**config.mk**
```make
export PLATFORM = sky130hd
export DESIGN_NAME = full_tap_loader
export DESIGN_NICKNAME = d
export VERILOG_FILES = /design/src/rtl/full_tap_loader_pkg.sv /design/src/rtl/full_skid_buf.sv /design/src/rtl/full_tap_loader.sv
export SDC_FILE = /design/constraint.sdc
export NUM_CORES = 1
export LEC_CHECK = 0
export CAP_MARGIN = 25
export CORE_ASPECT_RATIO = 0.7
export CORE_MARGIN = 2
export CORE_UTILIZATION = 35
export DETAILED_ROUTE_END_ITERATION = 10
export GPL_ROUTABILITY_DRIVEN = 0
export MAX_ROUTING_LAYER = met4
export PLACE_DENSITY = 0.64
export SLEW_MARGIN = 20
export SYNTH_ARGS = -nofsm -noshare
export SYNTH_HDL_FRONTEND = slang
export SYNTH_SLANG_ARGS = --single-unit
```
**constraint.sdc**
```tcl
create_clock -name clk -period 5.5 [get_ports clk]
set_clock_uncertainty 0.05 [all_clocks]
set_input_delay 1.375 -clock clk [delete_from_list [all_inputs] [get_ports clk]]
set_output_delay 1.375 -clock clk [all_outputs]
set_load 0.01 [all_outputs]
```
**src/rtl/full_tap_loader_pkg.sv**
```systemverilog
// Shared types for the tap loader slice.
//   float_24_8              : 32-bit tap word (24-bit mantissa / 8-bit exponent container)
//   tap_beat_t              : payload carried through the skid buffer (word + first-tap flag)
//   full_tap_loader_state_t : loader FSM states
package full_tap_loader_pkg;

   typedef logic [31:0] float_24_8;

   typedef struct packed {
      float_24_8 data;
      logic      fst;
   } tap_beat_t;

   typedef enum logic [1:0] {
      IDLE = 2'd0,
      LOAD = 2'd1,
      DONE = 2'd2
   } full_tap_loader_state_t;

endpackage

```
**src/rtl/full_skid_buf.sv**
```systemverilog
// Generic 2-entry valid/ready skid buffer.
//   T        : payload type
//   clk      : clock
//   reset    : asynchronous active-high reset
//   in_data  : upstream payload
//   in_vld   : upstream valid
//   in_rdy   : registered ready, high whenever fewer than two entries are held
//   out_data : head payload (the incoming beat itself when the buffer is empty)
//   out_vld  : head valid
//   out_rdy  : downstream takes the head when out_vld & out_rdy
module full_skid_buf #(
   parameter type T = logic [7:0]
) (
   input  logic clk,
   input  logic reset,
   input  T     in_data,
   input  logic in_vld,
   output logic in_rdy,
   output T     out_data,
   output logic out_vld,
   input  logic out_rdy
);

   T           mem [2];
   logic       wr_ptr;
   logic       rd_ptr;
   logic [1:0] count;
   logic [1:0] count_nxt;
   logic       in_fire;
   logic       out_fire;
   logic       bypass;
   logic       push;
   logic       pop;

   // With nothing stored the incoming beat is presented straight away, so an
   // accepted beat can reach the consumer in the same cycle it is accepted.
   assign bypass    = (count == 2'd0);
   assign in_fire   = in_vld & in_rdy;
   assign out_vld   = ~bypass | in_fire;
   assign out_data  = bypass ? in_data : mem[rd_ptr];
   assign out_fire  = out_vld & out_rdy;
   assign push      = in_fire & ~(bypass & out_fire);
   assign pop       = out_fire & ~bypass;
   assign count_nxt = count + {1'b0, push} - {1'b0, pop};

   always_ff @(posedge clk or posedge reset) begin
      if (reset) begin
         mem[0] <= '0;
         mem[1] <= '0;
         wr_ptr <= 1'b0;
         rd_ptr <= 1'b0;
         count  <= 2'd0;
         in_rdy <= 1'b0;
      end else begin
         if (push) begin
            mem[wr_ptr] <= in_data;
         end
         wr_ptr <= wr_ptr ^ push;
         rd_ptr <= rd_ptr ^ pop;
         count  <= count_nxt;
         in_rdy <= (count_nxt != 2'd2);
      end
   end

endmodule

```
**src/rtl/full_tap_loader.sv**
```systemverilog
// Distributes the serial tap stream over NUM_STAGES stages, TAPS_PER_STAGE
// taps each, in stage order, through one registered output slot.
//   clk, reset     : clock, asynchronous active-high reset
//   tap_in*        : incoming tap stream (vld/rdy, fst marks a new load)
//   stage_tap      : tap word, shared bus to all stages
//   stage_tap_fst  : first tap for the addressed stage
//   stage_tap_vld  : one-hot valid, bit i addresses stage i
//   stage_tap_rdy  : per-stage ready; only the addressed bit is used
//   load_finish    : level, high once the final tap has left the slot
//   tap_err        : sticky framing error, present only with FULL_TAP_LOADER_ERR_EN
//
// state | meaning
// IDLE  | no load since reset; fst=0 beats are dropped
// LOAD  | forwarding taps to stage_idx, tap_cnt taps already sent to it
// DONE  | every stage loaded; fst=0 beats are dropped, fst=1 restarts
module full_tap_loader
   import full_tap_loader_pkg::*;
#(
   parameter int NUM_STAGES     = 2,
   parameter int TAPS_PER_STAGE = 64
) (
   input  logic                  clk,
   input  logic                  reset,
   input  float_24_8             tap_in,
   input  logic                  tap_in_fst,
   input  logic                  tap_in_vld,
   output logic                  tap_in_rdy,
   output float_24_8             stage_tap,
   output logic                  stage_tap_fst,
   output logic [NUM_STAGES-1:0] stage_tap_vld,
   input  logic [NUM_STAGES-1:0] stage_tap_rdy,
   output logic                  load_finish
`ifdef FULL_TAP_LOADER_ERR_EN
   ,
   output logic                  tap_err
`endif
);

   localparam int TCNT_W = (TAPS_PER_STAGE > 1) ? $clog2(TAPS_PER_STAGE) : 1;
   localparam int SIDX_W = (NUM_STAGES > 1) ? $clog2(NUM_STAGES) : 1;
   localparam logic [TCNT_W-1:0]     LAST_TAP   = TCNT_W'(TAPS_PER_STAGE - 1);
   localparam logic [SIDX_W-1:0]     LAST_STAGE = SIDX_W'(NUM_STAGES - 1);
   localparam logic [NUM_STAGES-1:0] STAGE_ONE  = NUM_STAGES'(1);

   full_tap_loader_state_t state, state_nxt;
   logic [SIDX_W-1:0] stage_idx, stage_idx_nxt;
   logic [TCNT_W-1:0] tap_cnt, tap_cnt_nxt;

   tap_beat_t in_beat;
   tap_beat_t head_beat;
   logic      head_vld;
   logic      head_rdy;
   logic      pop;
   logic      slot_drain;
   logic      slot_free;
   logic      slot_last;

   logic              fwd;
   logic [SIDX_W-1:0] fwd_stage;
   logic              fwd_fst;
   logic              fwd_last;
   logic              restart;
   logic              frame_err;

   assign in_beat = '{data: tap_in, fst: tap_in_fst};

   full_skid_buf #(
      .T(tap_beat_t)
   ) u_skid (
      .clk     (clk),
      .reset   (reset),
      .in_data (in_beat),
      .in_vld  (tap_in_vld),
      .in_rdy  (tap_in_rdy),
      .out_data(head_beat),
      .out_vld (head_vld),
      .out_rdy (head_rdy)
   );

   // The slot can take a new beat when empty or when its beat leaves this cycle.
   assign slot_drain = |(stage_tap_vld & stage_tap_rdy);
   assign slot_free  = ~|stage_tap_vld;
   assign head_rdy   = slot_free | slot_drain;
   assign pop        = head_vld & head_rdy;

   always_ff @(posedge clk or posedge reset) begin
      if (reset) begin
         state     <= IDLE;
         stage_idx <= '0;
         tap_cnt   <= '0;
      end else begin
         state     <= state_nxt;
         stage_idx <= stage_idx_nxt;
         tap_cnt   <= tap_cnt_nxt;
      end
   end

   always_comb begin
      state_nxt     = state;
      stage_idx_nxt = stage_idx;
      tap_cnt_nxt   = tap_cnt;
      fwd           = 1'b0;
      fwd_stage     = stage_idx;
      fwd_fst       = 1'b0;
      fwd_last      = 1'b0;
      restart       = 1'b0;
      frame_err     = 1'b0;
      if (pop) begin
         if (head_beat.fst) begin
            // A first tap always starts over at stage 0; it is tap 0 of that stage.
            restart       = 1'b1;
            frame_err     = (state == LOAD);
            fwd           = 1'b1;
            fwd_stage     = '0;
            fwd_fst       = 1'b1;
            stage_idx_nxt = '0;
            tap_cnt_nxt   = TCNT_W'(1);
            state_nxt     = LOAD;
         end else if (state == LOAD) begin
            fwd     = 1'b1;
            fwd_fst = (tap_cnt == '0);
            if (tap_cnt == LAST_TAP) begin
               tap_cnt_nxt = '0;
               if (stage_idx == LAST_STAGE) begin
                  fwd_last  = 1'b1;
                  state_nxt = DONE;
               end else begin
                  stage_idx_nxt = stage_idx + SIDX_W'(1);
               end
            end else begin
               tap_cnt_nxt = tap_cnt + TCNT_W'(1);
            end
         end else begin
            frame_err = 1'b1;
         end
      end
   end

   always_ff @(posedge clk or posedge reset) begin
      if (reset) begin
         stage_tap     <= '0;
         stage_tap_fst <= 1'b0;
         stage_tap_vld <= '0;
         slot_last     <= 1'b0;
      end else if (fwd) begin
         stage_tap     <= head_beat.data;
         stage_tap_fst <= fwd_fst;
         stage_tap_vld <= STAGE_ONE << fwd_stage;
         slot_last     <= fwd_last;
      end else if (slot_drain) begin
         stage_tap_fst <= 1'b0;
         stage_tap_vld <= '0;
         slot_last     <= 1'b0;
      end
   end

   // A restart in the same cycle as the final drain belongs to the new load,
   // so the clear takes priority.
   always_ff @(posedge clk or posedge reset) begin
      if (reset) begin
         load_finish <= 1'b0;
      end else if (restart) begin
         load_finish <= 1'b0;
      end else if (slot_drain && slot_last) begin
         load_finish <= 1'b1;
      end
   end

`ifdef FULL_TAP_LOADER_ERR_EN
   always_ff @(posedge clk or posedge reset) begin
      if (reset) begin
         tap_err <= 1'b0;
      end else if (frame_err) begin
         tap_err <= 1'b1;
      end
   end
`endif

endmodule
```
# ---- Word level (Yosys, flattened, before mapping)
# Index checks and enable logic that the tools add are counted.
dict set report op_classes {
  magnitude_cmp 3
  add_sub_neg 4
  reduce_logical 15
  n_eq_ne 3
  shifts 1
  n_mux 40
  n_bitwise 14
}
# op n
set op_table {}
lappend op_table {{33-bit two-way mux} 5}
lappend op_table {{66-bit bitwise mux} 1}
lappend op_table {{33-bit demux with 1-bit select} 1}
lappend op_table {{1-bit two-way mux} 24}
lappend op_table {{6-bit two-way mux} 3}
lappend op_table {{2-bit two-way mux} 6}
lappend op_table {{2-bit nonzero test} 5}
lappend op_table {{6-bit by 1-bit adder with 6-bit output, second input constant} 1}
lappend op_table {{6-bit == test, second input constant} 1}
lappend op_table {{6-bit zero test} 1}
lappend op_table {{1-bit AND} 5}
lappend op_table {{2-bit greater-or-equal comparator, second input constant} 2}
lappend op_table {{1-bit inverter with 2-bit output} 2}
lappend op_table {{4-bit AND reduction} 1}
lappend op_table {{2-bit OR reduction} 2}
lappend op_table {{3-bit AND reduction} 1}
lappend op_table {{2-bit by 1-bit adder with 2-bit output} 1}
lappend op_table {{2-bit AND} 1}
lappend op_table {{2-bit by 1-bit == test with 1-bit output, second input constant} 1}
lappend op_table {{1-bit logical AND} 2}
lappend op_table {{2-bit zero test} 1}
lappend op_table {{2-bit by 1-bit less-than comparator with 1-bit output, second input constant} 1}
lappend op_table {{2-bit inequality test, second input constant} 1}
lappend op_table {{1-bit inverter} 2}
lappend op_table {{7 further kinds} 9}
dict set report totals {
  wordCells 96
  inputBits 38
  register_bits 117
  out_inout_bits 37
}

# ---- Longest topological paths before layout
dict set report logic_depth {
  depth_word 10
  ltp_mapped 10
  mapped_depth_nobuf 8
}

# ---- By module
# Synthesis repeated with hierarchy kept, for this count alone.
dict set report hier_totals {
  hier_cells 429
  area_unflattened_um2 5466.5
}
# module seq_area_each_um2 n_inst cells_per_inst area_each_um2
set by_module_without_submodules {}
lappend by_module_without_submodules {full_skid_buf 1776.7 1 282 3485.8}
lappend by_module_without_submodules {full_tap_loader 1151.1 1 147 1980.6}

# ---- Worst setup path before layout
# No wires, ideal clock.
dict set report synth_path {
  kind {input-to-reg}
  from {in stage_tap_rdy[0]}
  to {reg u_skid.mem[0] (netlist bit)}
  t_required_ns 5.325
  arrival_time_ns 3.050
  path_buffers 2
  path_stages 7
  setup_time_ns 0.125
  path_slack_ns 2.275
  path_cell_list {a22o_2 o21ai_0 and3_1 ha_1 clkbuf_1 clkbuf_1 mux2_2}
}
dict set report synth_via {
  elab_chain_len 7
}
# element line_no
set synth_rtl {}
lappend synth_rtl {{start, declared} full_tap_loader.sv:31} ;# input logic [NUM_STAGES-1:0] stage_tap_rdy,
lappend synth_rtl {{2-bit AND} full_tap_loader.sv:81} ;# assign slot_drain = |(stage_tap_vld & stage_tap_rdy);
lappend synth_rtl {{2-bit OR reduction} full_tap_loader.sv:81}
lappend synth_rtl {{1-bit bitwise OR} full_tap_loader.sv:83} ;# assign head_rdy = slot_free | slot_drain;
lappend synth_rtl {{1-bit AND} full_skid_buf.sv:41} ;# assign out_fire = out_vld & out_rdy;
lappend synth_rtl {{1-bit AND} full_skid_buf.sv:42} ;# assign push = in_fire & ~(bypass & out_fire);
lappend synth_rtl {{1-bit inverter} full_skid_buf.sv:42}
lappend synth_rtl {{1-bit AND} full_skid_buf.sv:42}
lappend synth_rtl {{end signal, assigned by index} full_skid_buf.sv:56} ;# mem[wr_ptr] <= in_data;
lappend synth_rtl {{end, declared} full_skid_buf.sv:24} ;# T mem [2];
# Every way passes these cells.
# A chain may end at the register's enable or synchronous reset.

# ---- Final worst setup path
dict set report layout_path {
  from {in stage_tap_rdy[0]}
  to {reg u_skid.mem[37] (netlist bit)}
}
# The elaborated chain is that of the path after synthesis.

==> impl_metrics.json <==
{
  "outcome": "finished, final reports clean",
  "crit_path_max_incr_delay_ns": 0.79,
  "synth_top_area_frac": 0.541,
  "synth_common_cells": "117 x dfrtp_1, 71 x mux2_2, 37 x o21ai_0, 34 x nand2_1, 32 x mux2i_1",
  "crit_fanout": 33,
  "grt_max_degree": 66,
  "multiInputGateArea_um2": 2350,
  "grt_util_all_layers": 0.149,
  "cts_tree": "done",
  "fin_crit_ns": 3.51,
  "power.density_nw_per_um2": 674,
  "die_w_um": 153,
  "critPathLaunchType": "input pin",
  "ys_seq_area_frac": 0.541,
  "antenna_found_initial": 1,
  "slew_headroom": 0.406,
  "dpl-instance-area_um2": 6320,
  "drc": 0,
  "ir_drop_mv": 0.277,
  "coreArea_um2": 14900,
  "dpl.hpwl_um": 7190,
  "die_h_um": 108,
  "syn_to_final_growth_pct": 29.8,
  "wl_per_cell_um": 15.9,
  "placedCellCount": 662,
  "switching_share": 0.304,
  "synthArstFlopShare": 1.00,
  "combPwrFrac": 0.408,
  "p_sw_mw": 1.44,
  "cts.repair.resized": 0,
  "first_global_vias": 3531,
  "timing.hold.ws_ns": 0.453,
  "n_fill_cell": 1315,
  "synth_cells": 412,
  "min_from": "u_skid.mem[34]$_DFFE_PP0P_",
  "cp.required_ns": 5.74,
  "io_pins": 75,
  "worstMarginPinSlew_ns": 0.892,
  "synthXorXnorAreaFrac": 0.00648,
  "critPathTopFamily": "adder cells",
  "cts_buffers": 17,
  "ys_seq_elements": 117,
  "crit_type": "in -> reg",
  "path_buf_inv": 1,
  "design_area_um2": 7020,
  "rsz0062_at_grt": "no",
  "seqPwrFrac": 0.330,
  "clock_sinks": 117,
  "vias_per_cell": 4.90,
  "fmax_mhz": 285,
  "syn_avg_cell_area_um2": 13.1,
  "r2r_start": "u_skid.rd_ptr$_DFF_PP0_",
  "drive_above_1_share": 0.302,
  "cap_viol_max_count": 0,
  "final_nets": 531,
  "synth_fa_ha_area_frac": 0.0139,
  "initial_core_util": 0.363,
  "synth_top_flop_cell": "dfrtp_1",
  "synth_nets": 456,
  "hold_viol": 0,
  "crit_start": "stage_tap_rdy[0]",
  "total_power_mw": 4.73,
  "clockRootBuffer": "clkbuf_16",
  "clkTransAtPathRegs_ns": 0.05,
  "p_leak_nw": 3.04,
  "crit_chain": "clkdlybuf4s50_1 > a22o_2 > o21ai_0 > and3_1 > ha_2 > mux2_2",
  "yosysTopAreaCell": "dfrtp_1",
  "slowest_stage": "ha_2",
  "cts_max_path_buffers": 2,
  "crit_path_end_kind": "register",
  "drt_wl_total_um": 11100,
  "grt_overflow": 0,
  "port_buffers": 74,
  "clkPwrFrac": 0.263,
  "intPower_mw": 3.29,
  "drtIter0Drc": 191,
  "setup_viol": 0,
  "clk_latency_ns": 0.41,
  "vias": 3412,
  "synth_area_leaders": "dfrtp_1 54%, mux2_2 15%, mux2_4 8.0%",
  "synth_mux_area_frac": 0.287,
  "synth_top_family_by_area": "multiplexers",
  "synth_edf_count": 0,
  "grt_pass1_wl_um": 18500,
  "postRouteAntennaNets": 0,
  "fin_cells": 696,
  "synth-compound-area-share": 0.0689,
  "synth_most_common_cell": "dfrtp_1",
  "fin_crit_sh": 0.639,
  "row_count": 37,
  "slew_violations": 0,
  "worstPathArrival_ns": 3.75,
  "fin_tns_setup_ns": 0,
  "ys_types": 41,
  "hold_class": "reg -> reg",
  "cts_setup_buffers": 0,
  "synthSimpleGateAreaFrac": 0.0553,
  "dieArea_um2": 16500,
  "postCtsHoldBufs": 0,
  "seqCellArea_um2": 2930,
  "cts_htree_levels": 4,
  "netlist_area_um2": 5410,
  "ys_warn_count": 0,
  "drtPass1Iterations": 4
}
-- final cells by class --
class                   count  share of cell area
flip-flops and latches    117               0.417
inverters                   7             0.00410
clock inverters             9              0.0242
multi-input cells         265               0.335
repair buffers             79               0.114
diodes                      1            0.000356
clock buffers              23              0.0709
well taps                 195              0.0348
-- power by group through the flow --
stage,sequential (mW),combinational [mW],clock (mW)
2_1_floorplan,1.54,1.39,0
3_3_place_gp,1.58,1.85,0
3_5_place_dp,1.60,1.90,0
4_1_cts,1.59,1.91,1.27
5_1_grt,1.62,2.10,1.31
6_report,1.56,1.93,1.24
-- worst reg2reg max path, cell delays in order, from the launching register on --
cell      delay (ns)
dfrtp_2         0.74
buf_16          0.25
mux2_4          0.34
a211oi_4        0.43
nor2_4          0.04
buf_4           0.33
mux2_4          0.40
-- logic make-up after synthesis --
kind of cell	count (synthesis)
muxes	132
DFF	117
and+or+nand+nor	63
AOI/OAI and AO/OA	60
buffers and inverters	30
adders and majority gates	6
xor gates and xnor gates	4
-- state kept, by name, indices dropped and copies added (netlist names) --
signal         cells
stage_tap         32
stage_tap_fst      1
u_skid.wr_ptr      1
stage_idx          1
state              2
tap_cnt            6
u_skid.in_rdy      1
load_finish        1
slot_last          1
u_skid.mem        66
u_skid.count       2
u_skid.rd_ptr      1
stage_tap_vld      2
-- through the flow --
stage               utilization  worst slack, ns
floorplan                     -            0.974
global placement          0.424             1.59
detailed placement        0.424             1.54
CTS                       0.469             1.98
global route              0.471             1.90
finish                    0.471             1.99
-- layout by cell type, fill, tap and decap left out, types with 2 or more instances in the layout --
cell type	Yosys	final
clkbuf_8	0	5
and3_1	2	2
o31ai_1	2	2
inv_1	7	6
or4_1	2	2
nand2b_1	3	3
ha_2	0	2
ha_1	6	4
xnor2_1	3	3
nor2_1	8	7
clkinv_2	0	4
or2_2	3	3
mux2i_1	32	32
clkdlybuf4s50_1	0	74
bufinv_16	0	5
buf_4	0	4
nand2_1	34	34
nor2_4	1	2
nand3_1	4	4
clkbuf_16	0	17
dfrtp_1	117	116
o21ai_0	37	37
mux2_4	29	29
mux2_2	71	71
a21oi_1	8	8
-- per-layer routing --
layer | global-route usage | wire length, µm | vias up
li1 | - | - | 1617
met1 | 0.199 | 5420 | 1703
met2 | 0.215 | 4940 | 83
met3 | 0.0517 | 669 | 9
met4 | 0.0456 | 72 | 0
met5 | - | 0 | -
-- final timing paths --
| path | end | slack [ns] | cells after the start |
|---|---|---|---|
| worst max-delay path | u_skid.mem[37]$_DFFE_PP0P_ | 1.99 | 6 |
| worst min register to register | u_skid.mem[34]$_DFFE_PP0P_ | 0.45 | 1 |
| min in group asynchronous | u_skid.mem[38]$_DFFE_PP0P_ | 1.34 | 2 |
| worst min-delay path | u_skid.mem[34]$_DFFE_PP0P_ | 0.45 | 1 |
| max in group asynchronous | stage_tap[5]$_DFFE_PP0P_ | 3.17 | 3 |
| worst max register to register | stage_tap[17]$_DFFE_PP0P_ | 2.80 | 6 |
No activity file was read; power rests on OpenSTA's default activity.
